## src/rtl/booth_seq_if.sv

```systemverilog
// booth_seq_if: valid/ready front end for the 8-bit Booth core; loads M then Q,
// collects the hi/lo product bytes and answers with a watchdog-guarded response.
module booth_seq_if #(
    parameter int TIMEOUT = 64,
    parameter int CNT_W   = 8
) (
    input  logic        clk,
    input  logic        rst_b,
    input  logic        req_valid,
    output logic        req_ready,
    input  logic [7:0]  req_m,
    input  logic [7:0]  req_q,
    output logic        rsp_valid,
    input  logic        rsp_ready,
    output logic [15:0] rsp_prod,
    output logic        rsp_err,
    output logic        core_bgn,
    output logic [7:0]  core_ibus,
    input  logic        core_stop,
    input  logic [7:0]  core_obus
);
    typedef enum logic [2:0] {IDLE, LDM0, LDM1, RUN, CAPH, CAPL, RESP} state_t;
    state_t           r_state, w_next;
    logic [7:0]       r_m, r_q, r_hi, r_lo;
    logic             r_err, r_stop_d;
    logic [CNT_W-1:0] r_wd;
    logic             w_stop_edge, w_expired;
    // a stop level left high by the previous op only counts after it has been seen low
    assign w_stop_edge = core_stop && !r_stop_d;
    assign w_expired   = r_wd == CNT_W'(TIMEOUT - 1);
    always_ff @(posedge clk or negedge rst_b) begin
        if (!rst_b) r_state <= IDLE;
        else        r_state <= w_next;
    end
    always_comb begin
        w_next = r_state;
        case (r_state)
            IDLE:    w_next = req_valid ? LDM0 : IDLE;
            LDM0:    w_next = LDM1;
            LDM1:    w_next = RUN;
            RUN:     w_next = w_stop_edge ? CAPH : (w_expired ? RESP : RUN);
            CAPH:    w_next = CAPL;
            CAPL:    w_next = RESP;
            RESP:    w_next = rsp_ready ? IDLE : RESP;
            default: w_next = IDLE;
        endcase
    end
    always_ff @(posedge clk or negedge rst_b) begin
        if (!rst_b) begin
            r_m      <= '0;
            r_q      <= '0;
            r_hi     <= '0;
            r_lo     <= '0;
            r_err    <= 1'b0;
            r_stop_d <= 1'b0;
            r_wd     <= '0;
        end else begin
            r_stop_d <= core_stop;
            if (r_state == IDLE && req_valid) begin
                r_m   <= req_m;
                r_q   <= req_q;
                r_err <= 1'b0;
            end
            if (r_state == LDM1) r_wd <= '0;
            if (r_state == RUN) r_wd <= r_wd + 1'b1;
            if (r_state == RUN && !w_stop_edge && w_expired) r_err <= 1'b1;
            if (r_state == CAPH) r_hi <= core_obus;
            if (r_state == CAPL) r_lo <= core_obus;
        end
    end
    assign req_ready = r_state == IDLE;
    assign rsp_valid = r_state == RESP;
    assign core_bgn  = r_state == LDM0;
    assign core_ibus = (r_state == LDM0 || r_state == LDM1) ? r_m : (r_state == RUN ? r_q : 8'h00);
    assign rsp_err   = rsp_valid && r_err;
    assign rsp_prod  = (rsp_valid && !r_err) ? {r_hi, r_lo} : 16'h0000;
endmodule

```

## config.mk

```make
export PLATFORM = sky130hd
export DESIGN_NAME = booth_seq_if
export DESIGN_NICKNAME = d
export VERILOG_FILES = /design/src/rtl/booth_seq_if.sv
export SDC_FILE = /design/constraint.sdc
export NUM_CORES = 1
export LEC_CHECK = 0
export ABC_AREA = 1
export BUFFER_PORTS_ARGS = -buffer_cell sky130_fd_sc_hd__buf_4
export CAP_MARGIN = 20
export CORE_UTILIZATION = 45
export DETAILED_ROUTE_END_ITERATION = 8
export GPL_TIMING_DRIVEN = 0
export PLACE_DENSITY_LB_ADDON = 0.2
export RECOVER_POWER = 50
export SYNTH_ARGS = -nofsm -noshare
export SYNTH_HDL_FRONTEND = slang
export SYNTH_SLANG_ARGS = --single-unit
```

## constraint.sdc

```tcl
create_clock -name clk -period 1.55 [get_ports clk]
set_clock_uncertainty 0.05 [all_clocks]
set_input_delay 0.2325 -clock clk [delete_from_list [all_inputs] [get_ports clk]]
set_output_delay 0.2325 -clock clk [all_outputs]
set_load 0.01 [all_outputs]
```

==> flow_metrics.env <==
export IMPL_drt_wl_total_mm=5.89
export IMPL_root_buffer="clkbuf_8"
export IMPL_p_leak_nw=1.77
export IMPL_critPathSlowestCell="dfrtp_2"
export IMPL_min_path_type="in2reg"
export IMPL_grt_pass1_vias=1979
export IMPL_avgSynthCellArea_um2=7.63
export IMPL_grt_pass1_wl_mm=9.00
export IMPL_worst_slew_pin_slew_ns=0.611
export IMPL_start_kind="register"
export IMPL_cts_tree="built"
export IMPL_crit_arrival_ns=1.52
export IMPL_antenna_found_initial=0
export IMPL_ir_worst_vdd_mv=1.06
export IMPL_gr_total_overflow=0
export IMPL_vias=2167
export IMPL_insertion_delay_ns=0.30
export IMPL_clock_sinks=45
export IMPL_die_h_um=71.4
export IMPL_crit_required_ns=1.27
export IMPL_synthAdderAreaFrac=0.00578
export IMPL_area_growth_synth_to_final_pct=55.1
export IMPL_fin_crit_ns=1.80
export IMPL_synth_cell_type_count=19
export IMPL_path_class="reg2out"
export IMPL_coreArea_um2=4470
export IMPL_numCtsBuffers=5
export IMPL_synth_top_family_by_area="simple AND/OR/NAND/NOR gates"
export IMPL_nets=407
export IMPL_rows=24
export IMPL_cp_top_family="flip-flops"
export IMPL_firstDrtPassIters=6
export IMPL_synth_compound_area_frac=0.0612
export IMPL_synth_nets=314
export IMPL_cts_buffer_depth=2
export IMPL_cp_end_kind="output pin"
export IMPL_antenna_cells=0
export IMPL_rsz0062_at_grt="yes"
export IMPL_start_util=0.484
export IMPL_track_usage=0.228
export IMPL_fmax_ghz=0.556
export IMPL_viasPerCell=5.05
export IMPL_synth_edff_count=0
export IMPL_cp_num_buf_inv=2
export IMPL_clkTransAtPathRegs_ns=0.08
export IMPL_synthTopCellsByCount="nand2_1 (103), dfrtp_1 (45), inv_1 (40)"
export IMPL_synth_mux_area_fraction=0
export IMPL_synth_top_area_cell="dfrtp_1"
export IMPL_ys_ff_latch=45
export IMPL_yosysSeqAreaShare=0.520
export IMPL_cap_violations=0
export IMPL_gp_congestion=0.767
export IMPL_ys_flop_type="dfrtp_1"
export IMPL_relSlewSlack=0.593
export IMPL_synth_xor_area_frac=0
export IMPL_drtIter0Drc=135
export IMPL_drc_errors=2
export IMPL_violations="DRC, setup timing"
export IMPL_h_tree_depth=2
export IMPL_drive_gt1_frac=0.374
export IMPL_dieArea_um2=5090
export IMPL_fin_util=0.751
export IMPL_crit_fanout=10
export IMPL_antenna_left=0
export IMPL_dp_slack_ns=-0.135
export IMPL_worst_slack_ns=-0.248
export IMPL_synth_top_area_frac=0.520
export IMPL_drv_slew=0
export IMPL_yosysMostFrequentCell="nand2_1"
export IMPL_port_buffers=55
export IMPL_path_cells="nand2_1 > nor2_1 > buf_4 > nand2_1 > nand2_2 > buf_6"
export IMPL_ios=57
export IMPL_status="complete, but fails checks"
export IMPL_crit_top_cell="nand2_1"
export IMPL_synthSimpleGateAreaFrac=0.313
export IMPL_synth_area_um2=2170
export IMPL_grt_max_degree=46
export IMPL_hpwl_mm=3.33
export IMPL_setup_viol_count_final=46
export IMPL_ys_top_cells_by_area="dfrtp_1 (52%), nand2_1 (18%), inv_1 (6.9%)"
export IMPL_die_width_um=71.4
export IMPL_async_reset_ff_frac=1.00
export IMPL_p_per_area_nw_per_um2=1660
export IMPL_wl_per_cell_um=13.7
export IMPL_timing_final_crit_share=1.16
export IMPL_ys_warnings_count=0
export IMPL_hold_viol_final=0
export IMPL_synthCells=284
export IMPL_max_stage_delay_ns=0.47
==> cell type report <==
type / count / area, um^2
sequential: 45 / 1130
timing repair buffer: 85 / 783
inverter: 40 / 158
tap: 52 / 65.1
multi-input combinational: 190 / 1050
buffer: 10 / 91.3
clock buffer: 7 / 86.3
fill: 319 / 1110
==> per-stage QoR <==
stage                     instance area, um^2  hold slack, ns  setup TNS [ns]  power [mW]  std cells
final                                    3360           0.113           -7.01        5.59        429
after global routing                     3360           0.125           -9.71        5.94        429
after CTS                                3170           0.110           -4.34        5.18        421
after detailed placement                 2640           0.217           -2.13        3.75        391
after global placement                   2640           0.221           -1.77        3.70        391
after floorplan                          2170          -0.113               0        3.07        284
==> what timing repair did <==
item,4_1_cts,5_1_grt
endpoints found under the hold margin,46,0
setup buffers,20,8
pin swaps,6,5
hold buffers,2,0
cloned,2,1
setup endpoints to repair,33,55
gates resized for setup,64,33
==> power by group <==
group / internal [mW] / switching (mW)
Combinational: 1.34 / 1.53
Sequential: 1.66 / 0.328
Clock: 0.354 / 0.384
==> layout by cell type, fill, tap and decap left out <==
cell type / Yosys / routed
inv_4: 0 / 3
nand2_8: 0 / 2
nand3_4: 0 / 2
o21ai_0: 21 / 21
buf_8: 0 / 1
nand2_1: 103 / 90
clkbuf_8: 0 / 6
inv_1: 40 / 37
buf_2: 5 / 3
nand4_1: 1 / 1
buf_6: 2 / 26
nor2_1: 30 / 12
buf_16: 0 / 1
o21ai_4: 0 / 2
a22o_1: 1 / 1
a21oi_1: 2 / 2
dlygate4sd3_1: 0 / 2
nand2_4: 1 / 1
nand2_2: 0 / 11
nor3_4: 1 / 1
nor2_4: 0 / 14
dfrtp_1: 45 / 43
clkbuf_4: 0 / 2
buf_12: 0 / 2
clkbuf_16: 0 / 1
buf_4: 2 / 56
nand3_2: 1 / 1
nor2_2: 0 / 4
nand3_1: 24 / 22
ha_1: 1 / 1
clkbuf_1: 1 / 2
nand3b_1: 2 / 2
dfrtp_2: 0 / 2
==> worst min-delay path, delay by kind of cell <==
family	cells	cell delay, ns
simple gates	2	0.12
buf+inv	1	0.07
==> sequential cells by signal, summed over array words and instances (netlist names) <==
signal and cells:
r_stop_d 1, r_m 8, r_err 1, r_wd 8, r_state 3, r_q 8, r_hi 8, r_lo 8
==> worst paths after layout <==
path	from	end	slack, ns	depth (start not counted)
worst max-delay path	r_state[0]	core_ibus[0]	-0.25	6
worst min-delay path	req_q[3]	r_q[3]	0.11	3
worst max register to register	r_state[2]	r_state[2]	-0.18	7
worst min register to register	r_q[0]	r_q[0]	0.43	2
max in group asynchronous	rst_b	r_state[1]	0.55	2
min in group asynchronous	rst_b	r_wd[3]	0.45	2
==> per-layer routing <==
layer | wire [um] | GRT usage
met1 | 2500 | 0.307
met2 | 3040 | 0.383
met3 | 291 | 0.0408
met4 | 59 | 0.0600
met5 | 0 | 0
==> cell families (layout without fill, tap and decap cells) <==
kind of cell / after synthesis / in the layout
AOI/OAI and AO/OA: 25 / 26
adders and majority gates: 1 / 1
buffers and inverters: 50 / 142
DFF: 45 / 45
and+or+nand+nor: 163 / 163
Note: power is estimated with default switching activity, not from simulation.
